## src/rtl/stack_pkg.sv

```systemverilog
// Shared constants and command encoding for the processor's LIFO stack.
package stack_pkg;

  localparam int STACK_WIDTH = 16;
  localparam int STACK_DEPTH = 16;
  // Occupancy counter needs one extra bit so that a full stack (count == DEPTH) is representable.
  localparam int STACK_CNT_W = $clog2(STACK_DEPTH) + 1;

  // Command formed as {push, pop}.
  typedef enum logic [1:0] {
    NOP  = 2'b00,
    POP  = 2'b01,
    PUSH = 2'b10,
    SWAP = 2'b11
  } stack_cmd_e;

endpackage

```

## src/rtl/stack_unit_if.sv

```systemverilog
// Control-unit <-> stack bus.
// Strobe semantics: push/pop/flush/clear_err are single-cycle strobes with no
// back-pressure; the stack always accepts them on the next rising edge.
// pop_valid is a one-cycle pulse meaning data_out carries a freshly popped word.
interface stack_unit_if #(
  parameter int WIDTH = 16,
  parameter int CNT_W = 5
);
  logic             push;
  logic             pop;
  logic             flush;
  logic             clear_err;
  logic [WIDTH-1:0] data_in;
  logic [WIDTH-1:0] data_out;
  logic             pop_valid;
  logic [WIDTH-1:0] top;
  logic [CNT_W-1:0] count;
  logic             full;
  logic             empty;
  logic             overflow;
  logic             underflow;

  modport master (
    output push, pop, flush, clear_err, data_in,
    input  data_out, pop_valid, top, count, full, empty, overflow, underflow
  );

  modport slave (
    input  push, pop, flush, clear_err, data_in,
    output data_out, pop_valid, top, count, full, empty, overflow, underflow
  );
endinterface

```

## src/rtl/stack_ram.sv

```systemverilog
// DEPTH x WIDTH register array: one synchronous write port, one asynchronous read port.
module stack_ram #(
  parameter int WIDTH = 16,
  parameter int DEPTH = 16,
  parameter int AW    = $clog2(DEPTH)
) (
  input  logic             clk,
  input  logic             we,
  input  logic [AW-1:0]    waddr,
  input  logic [WIDTH-1:0] wdata,
  input  logic [AW-1:0]    raddr,
  output logic [WIDTH-1:0] rdata
);

  logic [WIDTH-1:0] mem [DEPTH];

  // Storage is deliberately not reset; the counter defines which entries are live.
  always_ff @(posedge clk) begin
    if (we) mem[waddr] <= wdata;
  end

  assign rdata = mem[raddr];

endmodule

```

## src/rtl/stack_unit.sv

```systemverilog
// LIFO stack for the 16-bit processor: counter, status flags and pop output
// registers around a register-array store. The read port always points at the
// current top entry, so one port serves both the top peek and the pop read.
module stack_unit
  import stack_pkg::*;
#(
  parameter int  WIDTH = STACK_WIDTH,
  parameter int  DEPTH = STACK_DEPTH,
  localparam int CNT_W = $clog2(DEPTH) + 1,
  localparam int AW    = $clog2(DEPTH)
) (
  input  logic        clk,
  input  logic        reset,
  stack_unit_if.slave bus
);

  stack_cmd_e       cmd;
  logic [CNT_W-1:0] count_q;
  logic [WIDTH-1:0] data_out_q;
  logic             pop_valid_q;
  logic             overflow_q;
  logic             underflow_q;

  logic             full_w;
  logic             empty_w;
  logic [AW-1:0]    top_idx;
  logic [AW-1:0]    free_idx;
  logic [WIDTH-1:0] rd_data;

  logic             ram_we;
  logic [AW-1:0]    ram_waddr;
  logic             ovf_set;
  logic             unf_set;

  assign cmd      = stack_cmd_e'({bus.push, bus.pop});
  assign full_w   = (count_q == CNT_W'(DEPTH));
  assign empty_w  = (count_q == '0);
  // Index of the top entry (count-1) and of the next free slot (count), both truncated.
  assign top_idx  = AW'(count_q - CNT_W'(1));
  assign free_idx = AW'(count_q);

  // Write-port control: a plain push fills the free slot, a swap overwrites the top.
  always_comb begin
    ram_we    = 1'b0;
    ram_waddr = free_idx;
    if (reset && !bus.flush) begin
      unique case (cmd)
        PUSH: begin
          ram_we    = !full_w;
          ram_waddr = free_idx;
        end
        SWAP: begin
          ram_we    = !empty_w;
          ram_waddr = top_idx;
        end
        default: ;
      endcase
    end
  end

  // New error events; flush masks them, swap never raises either.
  always_comb begin
    ovf_set = 1'b0;
    unf_set = 1'b0;
    if (!bus.flush) begin
      ovf_set = (cmd == PUSH) && full_w;
      unf_set = (cmd == POP)  && empty_w;
    end
  end

  stack_ram #(
    .WIDTH (WIDTH),
    .DEPTH (DEPTH)
  ) u_ram (
    .clk   (clk),
    .we    (ram_we),
    .waddr (ram_waddr),
    .wdata (bus.data_in),
    .raddr (top_idx),
    .rdata (rd_data)
  );

  // Occupancy counter and pop output registers; the old top is read before a swap writes it.
  always_ff @(posedge clk or negedge reset) begin
    if (!reset) begin
      count_q     <= '0;
      data_out_q  <= '0;
      pop_valid_q <= 1'b0;
    end else begin
      pop_valid_q <= 1'b0;
      if (bus.flush) begin
        count_q <= '0;
      end else begin
        unique case (cmd)
          PUSH: begin
            if (!full_w) count_q <= count_q + CNT_W'(1);
          end
          POP: begin
            if (!empty_w) begin
              data_out_q  <= rd_data;
              count_q     <= count_q - CNT_W'(1);
              pop_valid_q <= 1'b1;
            end
          end
          SWAP: begin
            data_out_q  <= empty_w ? bus.data_in : rd_data;
            pop_valid_q <= 1'b1;
          end
          default: ;
        endcase
      end
    end
  end

  // Sticky error flags; a fresh error beats clear_err in the same cycle.
  always_ff @(posedge clk or negedge reset) begin
    if (!reset) begin
      overflow_q  <= 1'b0;
      underflow_q <= 1'b0;
    end else begin
      overflow_q  <= ovf_set | (overflow_q  & ~bus.clear_err);
      underflow_q <= unf_set | (underflow_q & ~bus.clear_err);
    end
  end

  assign bus.data_out  = data_out_q;
  assign bus.pop_valid = pop_valid_q;
  assign bus.top       = empty_w ? '0 : rd_data;
  assign bus.count     = count_q;
  assign bus.full      = full_w;
  assign bus.empty     = empty_w;
  assign bus.overflow  = overflow_q;
  assign bus.underflow = underflow_q;

endmodule

```

## src/flat_wrapper.sv

```systemverilog
// flat-port wrapper written by rule: the top's interface ports become plain ports
module stack_unit_flat import stack_pkg::*;
#(
  parameter int  WIDTH = STACK_WIDTH,
  parameter int  DEPTH = STACK_DEPTH,
  localparam int CNT_W = $clog2(DEPTH) + 1,
  localparam int AW    = $clog2(DEPTH)
)
  (clk, reset, bus_push, bus_pop, bus_flush, bus_clear_err, bus_data_in, bus_data_out, bus_pop_valid, bus_top, bus_count, bus_full, bus_empty, bus_overflow, bus_underflow);
  stack_unit_if #(.WIDTH(WIDTH), .CNT_W((STACK_CNT_W))) bus_i ();
  input  logic clk;
  input  logic reset;
  input wire logic [$bits(bus_i.push)-1:0] bus_push;
  input wire logic [$bits(bus_i.pop)-1:0] bus_pop;
  input wire logic [$bits(bus_i.flush)-1:0] bus_flush;
  input wire logic [$bits(bus_i.clear_err)-1:0] bus_clear_err;
  input wire logic [$bits(bus_i.data_in)-1:0] bus_data_in;
  output wire logic [$bits(bus_i.data_out)-1:0] bus_data_out;
  output wire logic [$bits(bus_i.pop_valid)-1:0] bus_pop_valid;
  output wire logic [$bits(bus_i.top)-1:0] bus_top;
  output wire logic [$bits(bus_i.count)-1:0] bus_count;
  output wire logic [$bits(bus_i.full)-1:0] bus_full;
  output wire logic [$bits(bus_i.empty)-1:0] bus_empty;
  output wire logic [$bits(bus_i.overflow)-1:0] bus_overflow;
  output wire logic [$bits(bus_i.underflow)-1:0] bus_underflow;
  assign bus_i.push = bus_push;
  assign bus_i.pop = bus_pop;
  assign bus_i.flush = bus_flush;
  assign bus_i.clear_err = bus_clear_err;
  assign bus_i.data_in = bus_data_in;
  assign bus_data_out = bus_i.data_out;
  assign bus_pop_valid = bus_i.pop_valid;
  assign bus_top = bus_i.top;
  assign bus_count = bus_i.count;
  assign bus_full = bus_i.full;
  assign bus_empty = bus_i.empty;
  assign bus_overflow = bus_i.overflow;
  assign bus_underflow = bus_i.underflow;
  stack_unit #(.WIDTH(WIDTH), .DEPTH(DEPTH)) u_core (.clk(clk), .reset(reset), .bus(bus_i));
endmodule
```

## config.mk

```make
export PLATFORM = sky130hd
export DESIGN_NAME = stack_unit_flat
export DESIGN_NICKNAME = d
export VERILOG_FILES = /design/src/rtl/stack_pkg.sv /design/src/rtl/stack_unit_if.sv /design/src/rtl/stack_ram.sv /design/src/rtl/stack_unit.sv /design/src/flat_wrapper.sv
export SDC_FILE = /design/constraint.sdc
export NUM_CORES = 1
export LEC_CHECK = 0
export CAP_MARGIN = 30
export CORE_MARGIN = 2
export CORE_UTILIZATION = 60
export DETAILED_ROUTE_END_ITERATION = 12
export PLACE_DENSITY_LB_ADDON = 0.08
export REMOVE_ABC_BUFFERS = 1
export SLEW_MARGIN = 10
export SYNTH_ARGS = -nofsm -noshare
export SYNTH_HDL_FRONTEND = slang
export SYNTH_HIERARCHICAL = 1
export SYNTH_SLANG_ARGS = --single-unit
```

## constraint.sdc

```tcl
create_clock -name clk -period 6.6 [get_ports clk]
set_input_delay 0.66 -clock clk [delete_from_list [all_inputs] [get_ports clk]]
set_output_delay 0.66 -clock clk [all_outputs]
set_load 0.02 [all_outputs]
```

==> results of run 1 <==
==> routing by layer <==
metal,vias up,GRT usage,wire length [um]
met5,-,0,0
met4,0,0.0579,353
met1,3003,0.380,10200
met3,33,0.0462,1930
met2,265,0.397,11500
li1,2513,-,-
==> stage by stage <==
stage	total power (uW)	instances	worst slack, ns
floorplan	2800	539	0.600
global placement	3240	854	2.37
detailed placement	3260	857	2.32
CTS	4740	909	1.74
global route	4900	910	1.50
finish	4720	910	1.78
==> critical path: cells and delay by family, from the launching register on <==
family	cells	cell delay [ns]
simple gates	2	0.33
fa+ha+maj	1	0.32
compound gates	1	0.35
buf+inv	4	1.75
flops	1	0.47
mux	1	0.40
==> registers in the layout (all words and copies together) (netlist names) <==
| signal | flops |
|---|---|
| u_core/u_ram/mem | 256 |
| u_core/bus.data_out | 16 |
| u_core/bus.count | 5 |
| u_core/bus.overflow | 1 |
| u_core/bus.pop_valid | 1 |
| u_core/bus.underflow | 1 |
==> cell type report <==
type	instances	area [um2]	share of cell area
timing repair buffer	90	862	0.0662
inverter	6	26.3	0.00202
clock inverter	15	104	0.00798
tap	229	287	0.0220
clock buffer	37	776	0.0596
multi-input combinational	253	2680	0.206
sequential	280	8290	0.637
==> how the worst max path moves through the flow <==
stage                        startpoint  slack [ns]     endpoint
floorplan           u_core/bus.count[0]        0.60  bus_top[11]
finish              u_core/bus.count[0]        1.78   bus_top[6]
CTS                 u_core/bus.count[0]        1.74   bus_top[6]
detailed placement  u_core/bus.count[0]        2.32   bus_top[6]
global route        u_core/bus.count[0]        1.50   bus_top[6]
global placement    u_core/bus.count[0]        2.37   bus_top[6]
==> synth_stat cells, drive strengths merged (2+ instances only) <==
cell type	number	area, um2
a21oi	19	98.9
a22oi	32	240
a32o	2	20.0
and3	2	12.5
buf	21	159
clkbuf	12	46.3
dfrtp	24	601
edfxtp	256	7690
ha	3	37.5
inv	6	22.5
mux2i	2	20.0
mux4	64	1480
nand2	19	73.8
nand2b	3	18.8
nand3	3	15.0
nand3b	2	15.0
nand4	2	12.5
nor2	33	129
nor2b	22	138
nor3	5	25.0
o21ai	3	15.0
o22ai	17	120
or3	2	12.5
or3b	2	20.0
xnor2	5	43.8
xor2	3	26.3
==> report_power, final <==
part,internal (uW),switching (uW)
logic,531,665
registers,2000,37.6
clock network,864,628
total,3390,1330
==> cell families (layout without fill, tap and decap cells) <==
family,count (synthesis),count (layout),synth area share
xor gates and xnor gates,8,8,0.00627
DFF,280,280,0.742
buffers and inverters,39,148,0.0204
muxes,67,67,0.135
adders and majority gates,3,3,0.00336
and+or+nand+nor,99,99,0.0462
AOI/OAI and AO/OA,76,76,0.0466
==> flow_summary.json, run 1 <==
{
  "track_usage": 0.252,
  "vdd_drop_max_v": 0.000246,
  "critical_path_required_ns": 5.94,
  "synthCells": 572,
  "via_per_inst": 6.39,
  "cts.sinks": 280,
  "gp_routability_congestion": 0.827,
  "design_area_um2": 13000,
  "final_layout_size_suffix_gt1_frac": 0.203,
  "r2r_end": "u_core/bus.data_out[6]",
  "finalSetupViolations": 0,
  "post-cts-setup-buffer-count": 0,
  "fin_tns_setup_ns": 0,
  "drt_iter0_markers": 524,
  "die_area_um2": 19700,
  "p_leak_uw": 0.00438,
  "core_um2": 18100,
  "crit_fanout": 53,
  "whs_endpoint": "u_core/bus.underflow",
  "rsz0062_at_grt": "no",
  "rrSetupSlack_ns": 3.29,
  "grt-ovfl-total": 0,
  "ctsResizeCount": 0,
  "cellPowerDensity_nw_per_um2": 363,
  "final.setup_skew_ns": 0.00821,
  "worst_pin_slew_ns": 0.908,
  "hpwl_um": 14500,
  "pin_count": 64,
  "grt_max_degree": 54,
  "tritoncts.num_buffers": 28,
  "reg2regPathDepth": 9,
  "cts_tree": "yes",
  "holdCritPathClass": "register to register",
  "nFillCells": 1096,
  "antenna_found_initial": 0,
  "placed_cell_area_um2": 12100,
  "grt_pass1_vias": 5925,
  "cts_root_buffer": "clkbuf_16",
  "synth_seq_cells": 280,
  "wire_per_inst_um": 26.3,
  "ys_seq_area_frac": 0.742,
  "synth-edff-count": 256,
  "synth-main-ff-cell": "edfxtp_1",
  "synth_area_um2": 11200,
  "vias": 5814,
  "period_share": 0.731,
  "synth_cell_types": 44,
  "finalMaxSlewViolations": 0,
  "final_cell_mix": "edfxtp_1 (256), clkdlybuf4s50_1 (63), mux4_2 (54)",
  "status": "finished, final reports clean",
  "avgSynthCellArea_um2": 19.5,
  "ys_warn_count": 6,
  "whs_ns": 0.486,
  "syn2layout_area_growth_pct": 16.6,
  "finalWirelength_um": 23900,
  "final_common_cell": "edfxtp_1",
  "slowest_stage": "buf_4",
  "cts.path.max_buffers": 3,
  "final_util": 0.720,
  "first_pass_iters": 6,
  "maxSlewHeadroom": 0.390,
  "async_reset_ff_frac": 0.0857,
  "arrival_ns": 4.16,
  "n_antenna_cell": 0,
  "maxCapViolCount": 0,
  "slowest_delay_ns": 0.66,
  "finalCriticalPeriod_ns": 4.82,
  "critPathKind": "register to output port",
  "nets": 684,
  "cts_hold_buf": 0,
  "die_w_um": 140,
  "cp-end-kind": "output port",
  "htreeDepth": 1,
  "path_cells": "inv_4 -> ha_1 -> clkinv_2 -> buf_4 -> mux4_1 -> a22oi_1 -> nand2_1 -> nor2b_1 -> clkdlybuf4s50_1",
  "max_freq_mhz": 207,
  "hold_path_depth": 1,
  "clock_latency_ns": 0.53,
  "portBuffers": 63,
  "hold_viol": 0,
  "grt_pass1_wl_um": 36300,
  "drc": 0,
  "startpoint_type": "register",
  "start_util": 0.618,
  "rr_startpoint": "u_core/bus.count[0]",
  "ant_nets": 0,
  "die_h_um": 140,
  "rows": 49,
  "hp-start": "u_core/bus.underflow",
  "clk_pin_slew_worst_paths_ns": 0.06
}
(Power assumes the default switching activity.)
==> run 2: changes to the inputs <==
CORE_UTILIZATION = 53   (was 60)
clock period = 4.4 ns   (was 6.6 ns; I/O delays follow)
==> flow_summary.json, run 2 (synthesized netlist as in run 1, its figures left out) <==
{
  "status": "finished, final reports clean",
  "first_pass_iters": 5,
  "grt_pass1_wl_um": 37600,
  "final_cell_mix": "edfxtp_1 (256), clkdlybuf4s50_1 (63), mux4_2 (54)",
  "max_freq_mhz": 240,
  "swShare": 0.272,
  "via_per_inst": 6.03,
  "nets": 692,
  "holdCritPathClass": "input port to async pin",
  "p_comb_frac": 0.247,
  "placed_cell_area_um2": 12300,
  "wire_per_inst_um": 25.5,
  "maxCapViolCount": 0,
  "drc": 0,
  "multiInputGateArea_um2": 2700,
  "cts.path.max_buffers": 3,
  "intPower_uw": 5270,
  "drt-met1-wl_um": 10300,
  "hpwl_um": 14800,
  "portBuffers": 63,
  "ctsResizeCount": 0,
  "finalSetupViolations": 0,
  "critical_path_required_ns": 3.96,
  "period_share": 0.949,
  "antenna_found_initial": 0,
  "clk_pin_slew_worst_paths_ns": 0.06,
  "rsz0062_at_grt": "no",
  "start_util": 0.536,
  "tritoncts.num_buffers": 28,
  "cts_hold_buf": 0,
  "cellPowerDensity_nw_per_um2": 547,
  "cts_root_buffer": "clkbuf_16",
  "highest_layer": "met4",
  "cp-end-kind": "output port",
  "grt_max_degree": 34,
  "seq_power_share": 0.422,
  "post-place-cells": 912,
  "die_h_um": 149,
  "rr_startpoint": "u_core/bus.count[0]",
  "syn2layout_area_growth_pct": 18.4,
  "seq_area_um2": 8290,
  "finalCriticalPeriod_ns": 4.17,
  "rrSetupSlack_ns": 1.37,
  "final_cell_count_no_fill": 964,
  "die_area_um2": 22300,
  "dp_slack_ns": 0.805,
  "arrival_ns": 3.73,
  "pin_count": 64,
  "crit_fanout": 19,
  "rows": 53,
  "hold_viol": 0,
  "grt_pass1_vias": 6068,
  "core_um2": 20800,
  "design_area_um2": 13200,
  "pwr-share-clk": 0.331,
  "drt_iter0_markers": 532,
  "n_antenna_cell": 0,
  "final.setup_skew_ns": 0.0165,
  "nFillCells": 1476,
  "post-cts-setup-buffer-count": 0,
  "grt-ovfl-total": 0,
  "reg2regPathDepth": 7,
  "die_w_um": 149,
  "htreeDepth": 1,
  "finalWirelength_um": 24600,
  "cts.sinks": 280,
  "clock_latency_ns": 0.53,
  "gp_routability_congestion": 0.753,
  "p_leak_uw": 0.00444,
  "cts_tree": "yes",
  "vdd_drop_max_v": 0.000508,
  "top_register": "u_core/u_ram/mem",
  "startpoint_type": "register",
  "maxSlewHeadroom": 0.537,
  "switchingPower_uw": 1970,
  "met2_length_um": 12100,
  "r2r_end": "u_core/u_ram/mem[3][4]",
  "track_usage": 0.231,
  "worst_slack_ns": 0.226,
  "critPathKind": "register to output port",
  "final_layout_size_suffix_gt1_frac": 0.221,
  "vias": 5817,
  "whs_ns": 0.412,
  "finalMaxSlewViolations": 0,
  "largest_reg_flops": 256,
  "wl_met3_um": 1760,
  "worst_pin_slew_ns": 0.689,
  "ant_nets": 0,
  "final_common_cell": "edfxtp_1"
}
-- run 2: cell count changes in the layout (fill, tap and decap cells not counted), moves of 5 or more --
cell      before  now
nor2_2         3   13
buf_4         23   32
clkbuf_1       6   12
nor2_1        30   20
clkinv_2       8    3
-- run 2: routing by layer --
metal | up-vias | GRT usage
li1 | 2523 | -
met1 | 3027 | 0.329
met2 | 227 | 0.378
met5 | - | 0
met3 | 40 | 0.0379
met4 | 0 | 0.0571
-- run 2: critical path, stage by stage, from the launching register on --
cell and delay, ns:
dfrtp_1 0.48, inv_4 0.32, ha_1 0.31, xor2_1 0.28, and2_1 0.51, buf_4 0.29, a22oi_1 0.09, nand2_1 0.12
nor2b_1 0.15, clkdlybuf4s50_1 0.63
-- run 2: layout make-up --
cell class              count  share of cell area
flip-flops and latches    280               0.627
multi-input cells         253               0.204
repair buffers             98              0.0704
clock buffers              42              0.0593
well taps                 275              0.0260
clock inverters            10              0.0114
inverters                   6             0.00189
-- run 2: how the worst max path moves through the flow --
stage,endpoint,start,slack (ns)
after floorplan,bus_top[11],u_core/bus.count[0],-1.38
after global placement,bus_top[2],u_core/bus.count[0],0.79
after detailed placement,bus_top[0],u_core/bus.count[0],0.80
after CTS,bus_top[2],u_core/bus.count[0],0.19
after global routing,bus_top[2],u_core/bus.count[0],0.04
final,bus_top[2],u_core/bus.count[0],0.23
-- run 2: power groups by stage --
stage	sequential [uW]	clock (uW)	combinational, uW
2_1_floorplan	3200	0	1000
3_3_place_gp	3110	0	1780
3_5_place_dp	3110	0	1790
4_1_cts	3060	2440	1810
5_1_grt	3070	2540	1920
6_report	3060	2390	1790
-- run 2: through the flow --
step           setup TNS [ns]   util  total power (uW)
3_5_place_dp                0  0.590              4910
2_1_floorplan         -188.10      -              4200
4_1_cts                     0  0.635              7300
3_3_place_gp                0  0.590              4890
5_1_grt                     0  0.635              7530
6_report                    0  0.635              7240
